[src/rtl/cpu_pkg.sv]
// Shared constants and types for the GPIO binary-to-BCD display engine.
// Optional macro CPU_FULL_WIDTH_EN widens the converted input to 27 bits and adds saturation.
// All widths below derive from IN_W and ITER; DIGITS*4 must stay 32.
package cpu_pkg;
`ifdef CPU_FULL_WIDTH_EN
    localparam int IN_W = 27;
`else
    localparam int IN_W = 18;
`endif
    localparam int DIGITS = 8;
    localparam int ITER   = 3;
    localparam int STEPS  = (IN_W + ITER - 1) / ITER;
    localparam int BCD_W  = DIGITS * 4;
    localparam int CNT_W  = $clog2(ITER);
    localparam logic [31:0] BCD_MAX = 32'h99999999;

    typedef enum logic {
        IDLE = 1'b0,
        CONV = 1'b1
    } state_t;
endpackage

[src/rtl/cpu_bcd_step.sv]
// One double-dabble step: add 3 to every BCD nibble >= 5, then shift left taking bit_in.
// Latency: purely combinational.
// Backpressure: none; chained STEPS times per clock by the cpu sequencer.
module bcd_step
    import cpu_pkg::*;
(
    input  logic [BCD_W-1:0] bcd_in,
    input  logic             bit_in,
    output logic [BCD_W-1:0] bcd_out
);
    logic [BCD_W-1:0] adj;
    logic             unused_msb;

    // Per-digit add-3 correction ahead of the shift
    always_comb begin
        adj = bcd_in;
        for (int d = 0; d < DIGITS; d++) begin
            if (bcd_in[d*4 +: 4] >= 4'd5) begin
                adj[d*4 +: 4] = bcd_in[d*4 +: 4] + 4'd3;
            end
        end
    end

    // The corrected MSB shifts out; it is always 0 for in-range values
    assign bcd_out    = {adj[BCD_W-2:0], bit_in};
    assign unused_msb = adj[BCD_W-1];
endmodule

[src/rtl/cpu.sv]
// GPIO display engine: converts gpio_in[IN_W-1:0] to 8-digit packed BCD on gpio_out.
// Latency: ITER clocks after the capturing edge (at most 5 clocks from an input change).
// Backpressure: none; any input change restarts conversion, gpio_out updates only on completion.
// Optional macro: CPU_FULL_WIDTH_EN (27-bit input, saturation to 99999999).
module cpu
    import cpu_pkg::*;
(
    input  logic        clk,
    input  logic        rst,
    input  logic [31:0] gpio_in,
    output logic [31:0] gpio_out
);
    logic [IN_W-1:0]  src;
    logic [IN_W-1:0]  sh;
    logic [BCD_W-1:0] bcd;
    logic [CNT_W-1:0] cnt;
    state_t           state;
`ifdef CPU_FULL_WIDTH_EN
    logic             sat;
`endif

    logic [STEPS:0][BCD_W-1:0] bcd_chain;
    logic [STEPS:0][IN_W-1:0]  sh_chain;
    logic [STEPS-1:0][BCD_W-1:0] stepped;
    logic [STEPS-1:0]          en;
    logic [BCD_W-1:0]          result;
    logic                      unused_hi;

    assign bcd_chain[0] = bcd;
    assign sh_chain[0]  = sh;

    // STEPS chained steps per clock; steps beyond IN_W total pass through untouched
    for (genvar k = 0; k < STEPS; k++) begin : g_step
        bcd_step u_step (
            .bcd_in  (bcd_chain[k]),
            .bit_in  (sh_chain[k][IN_W-1]),
            .bcd_out (stepped[k])
        );
        assign en[k]          = (int'(cnt) * STEPS + k) < IN_W;
        assign bcd_chain[k+1] = en[k] ? stepped[k] : bcd_chain[k];
        assign sh_chain[k+1]  = en[k] ? {sh_chain[k][IN_W-2:0], 1'b0} : sh_chain[k];
    end

`ifdef CPU_FULL_WIDTH_EN
    assign result = sat ? BCD_MAX : bcd_chain[STEPS];
`else
    assign result = bcd_chain[STEPS];
`endif

    // Switch bits above IN_W are intentionally ignored
    assign unused_hi = ^gpio_in[31:IN_W];

    // Change detect restarts the sequencer; the final cycle publishes the result
    always_ff @(posedge clk or posedge rst) begin
        if (rst) begin
            gpio_out <= '0;
            src      <= '0;
            sh       <= '0;
            bcd      <= '0;
            cnt      <= '0;
            state    <= IDLE;
`ifdef CPU_FULL_WIDTH_EN
            sat      <= 1'b0;
`endif
        end else if (gpio_in[IN_W-1:0] != src) begin
            src   <= gpio_in[IN_W-1:0];
            sh    <= gpio_in[IN_W-1:0];
            bcd   <= '0;
            cnt   <= '0;
            state <= CONV;
`ifdef CPU_FULL_WIDTH_EN
            sat   <= gpio_in[IN_W-1:0] > IN_W'(99999999);
`endif
        end else if (state == CONV) begin
            bcd <= bcd_chain[STEPS];
            sh  <= sh_chain[STEPS];
            if (cnt == CNT_W'(ITER - 1)) begin
                gpio_out <= result;
                state    <= IDLE;
                cnt      <= '0;
            end else begin
                cnt <= cnt + 1'b1;
            end
        end
    end
endmodule

[config.mk]
export PLATFORM = sky130hd
export DESIGN_NAME = cpu
export DESIGN_NICKNAME = d
export VERILOG_FILES = /design/src/rtl/cpu_pkg.sv /design/src/rtl/cpu_bcd_step.sv /design/src/rtl/cpu.sv
export SDC_FILE = /design/constraint.sdc
export NUM_CORES = 1
export LEC_CHECK = 0
export ABC_CLOCK_PERIOD_IN_PS = 27300
export BUFFER_PORTS_ARGS = -buffer_cell sky130_fd_sc_hd__clkbuf_2
export CORE_MARGIN = 2
export CORE_UTILIZATION = 30
export CTS_BUF_LIST = sky130_fd_sc_hd__clkbuf_8
export CTS_CLUSTER_SIZE = 16
export DETAILED_ROUTE_END_ITERATION = 7
export PLACE_DENSITY = 0.43
export SLEW_MARGIN = 15
export SYNTH_ARGS = -nofsm -noshare
export SYNTH_HDL_FRONTEND = slang
export SYNTH_SLANG_ARGS = --single-unit
export TNS_END_PERCENT = 5
[constraint.sdc]
create_clock -name clk -period 27.3 [get_ports clk]
set_clock_uncertainty 0.2 [all_clocks]
set_input_delay 1.365 -clock clk [delete_from_list [all_inputs] [get_ports clk]]
set_output_delay 1.365 -clock clk [all_outputs]
set_load 0.005 [all_outputs]
==> impl_metrics.env <==
export IMPL_status="finished, final reports clean"
export IMPL_core_mm2=0.0417
export IMPL_clk_pin_slew_worst_paths_ns=0.11
export IMPL_end_kind="flop"
export IMPL_crit_path_start="cnt[0]"
export IMPL_r2r_start="cnt[0]"
export IMPL_grt_use_total_pct=17.4
export IMPL_syn_avg_cell_area_um2=7.56
export IMPL_vias=12400
export IMPL_synth_area_top_cells="dfrtp_1, ha_1, nand2_1, nor2_1, o21ai_0"
export IMPL_slew_headroom_pct=34.9
export IMPL_synth_top_area_share_pct=20.5
export IMPL_r2r_slack_ns=18.80
export IMPL_drt_vias_per_instance=5.69
export IMPL_cts_inserted_buffers=9
export IMPL_drv_slew=0
export IMPL_synth_area_mm2=0.0126
export IMPL_syn_to_final_growth_pct=6.08
export IMPL_critPathMaxStageDelay_ns=0.75
export IMPL_setup_violations_final=0
export IMPL_clk_latency_ns=0.38
export IMPL_grt_max_degree=74
export IMPL_final_area_mm2=0.0133
export IMPL_p_per_area_mw_per_mm2=21.1
export IMPL_cts_resized=0
export IMPL_worstPathArrival_ns=8.53
export IMPL_required_ns=27.33
export IMPL_p_leak_nw=5.51
export IMPL_post_synth_top_count_cell="nand2_1"
export IMPL_hold_class="reg -> reg"
export IMPL_reg2reg_to="gpio_out[18]"
export IMPL_yosys_register_bits=103
export IMPL_die_y_um=209
export IMPL_clock_root_buffer="clkbuf_8"
export IMPL_core_rowCount=75
export IMPL_fin_crit_sh_pct=31.1
export IMPL_synth_async_reset_ratio_pct=100
export IMPL_layout_drive_gt1_share_pct=11.4
export IMPL_die_area_mm2=0.0436
export IMPL_dp_hpwl_um=29100
export IMPL_pin_count=66
export IMPL_clockBufferDepth=2
export IMPL_antenna_cells=0
export IMPL_critPathLaunchType="flop"
export IMPL_routedWlPerCell_um=18.0
export IMPL_synth_top_area_cell="dfrtp_1"
export IMPL_yosys_warnings=0
export IMPL_peakVddDrop_mv=0.0339
export IMPL_nNetsFinal=1723
export IMPL_die_w_um=209
export IMPL_hold_viol_final=0
export IMPL_grt_pass1_vias=11600
export IMPL_synth_nets=1758
export IMPL_synth_edf_count=0
export IMPL_dr_pass1_iters=5
export IMPL_cts_sink_count=103
export IMPL_synthCells=1663
export IMPL_rsz0062_at_grt="false"
export IMPL_worstSetupEndpoint="gpio_out[18]"
export IMPL_h_tree_depth=3
export IMPL_start_util_pct=30.2
export IMPL_portBuffers=51
export IMPL_ys_seq_area_share_pct=20.5
export IMPL_gp_congestion=0.851
export IMPL_tritoncts="built"
export IMPL_reg2reg_depth=30
export IMPL_ys_flop_type="dfrtp_1"
export IMPL_cts_setup_buffers=0
export IMPL_worst_pin_slew_ns=0.975
export IMPL_drtIter0Drc=794
export IMPL_max_freq_ghz=0.118
export IMPL_drv_cap=0
export IMPL_postRouteWirelength_um=39000
export IMPL_overflow=0
export IMPL_critPathKind="reg -> reg"
export IMPL_synth_common_cells="nand2_1, nor2_1, o21ai_0"
export IMPL_placed_area_mm2=0.0131
export IMPL_crit_slowest_cell="buf_4"
export IMPL_grt_pass1_wl_um=62800
export IMPL_fin_tns_setup_ns=0
export IMPL_antenna_found_initial=0
export IMPL_min_period_ns=8.50
export IMPL_holdBufCountCts=0
export IMPL_ys_types=113
export IMPL_drcViolationCount=0
export IMPL_path_max_fanout=73
export IMPL_drtAntennaViolNets=0
==> cell usage in the layout (no fill, tap or decap), types with 42 or more instances in the layout <==
master,count
a21oi_1,99
xnor2_1,49
clkbuf_2,51
nand2_1,197
inv_1,67
ha_1,61
dfrtp_1,103
nand3_1,44
nor2_1,147
o21ai_0,108
a211oi_1,42
==> final cells by class <==
cell class | count | area, µm²
clock buffers | 9 | 124
clock inverters | 7 | 77.6
fillers | 4571 | 28300
inverters | 68 | 258
multi-input cells | 1383 | 9290
flip-flops and latches | 103 | 2580
well taps | 539 | 674
repair buffers | 63 | 345
==> how the worst min path moves through the flow <==
stage,startpoint,end,depth (start not counted)
floorplan,gpio_out[0],gpio_out[0],2
global placement,gpio_out[13],gpio_out[13],2
detailed placement,gpio_out[0],gpio_out[0],2
CTS,gpio_out[0],gpio_out[0],2
global route,gpio_out[0],gpio_out[0],2
finish,gpio_out[0],gpio_out[0],2
==> sequential cells by signal, indices dropped and copies added, names as in the netlist <==
signal,flops
gpio_out,32
src,18
cnt,2
sh,18
bcd,32
state,1
==> kinds of logic after synthesis <==
| group | after synthesis | share of synthesized area, % |
|---|---|---|
| AOI/OAI and AO/OA | 599 | 35.7 |
| xor gates and xnor gates | 65 | 4.64 |
| adders and majority gates | 61 | 6.07 |
| buffers and inverters | 177 | 5.91 |
| DFF | 103 | 20.5 |
| muxes | 44 | 3.63 |
| and+or+nand+nor | 614 | 23.6 |
==> critical path: cells and delay by family (launching register included) <==
kind            cells  cell delay [ns]
fa+ha+maj           4             0.91
compound gates     10             2.65
simple gates       13             2.75
buf+inv             3             1.40
flops               1             0.36
==> power by group <==
| group | internal (mW) | leakage, nW | switching, mW |
|---|---|---|---|
| clock network | 0.0428 | 0.101 | 0.0573 |
| registers | 0.155 | 1.35 | 0.00171 |
| logic | 0.00975 | 4.06 | 0.0144 |
| total | 0.208 | 5.51 | 0.0735 |
==> layer usage <==
| layer | global-route usage (%) | part of all wire [%] | wire [µm] |
|---|---|---|---|
| met5 | 0 | 0 | 0 |
| met4 | 4.85 | 2.2 | 859 |
| met2 | 28.4 | 45 | 17600 |
| met1 | 24.7 | 50 | 19300 |
| met3 | 1.35 | 3.2 | 1260 |
==> per-stage QoR <==
step	hold slack [ns]	total power [mW]	utilization, %	setup slack, ns	cells
final	0.280	0.281	32.0	18.80	2172
after CTS	0.286	0.287	32.0	18.81	2172
after global routing	0.315	0.295	32.0	18.21	2172
after detailed placement	0.261	0.184	31.5	18.84	2156
after global placement	0.254	0.184	31.5	18.95	2156
after floorplan	0.263	0.178	-	18.20	1663
Note: power is estimated with default switching activity, not from simulation.
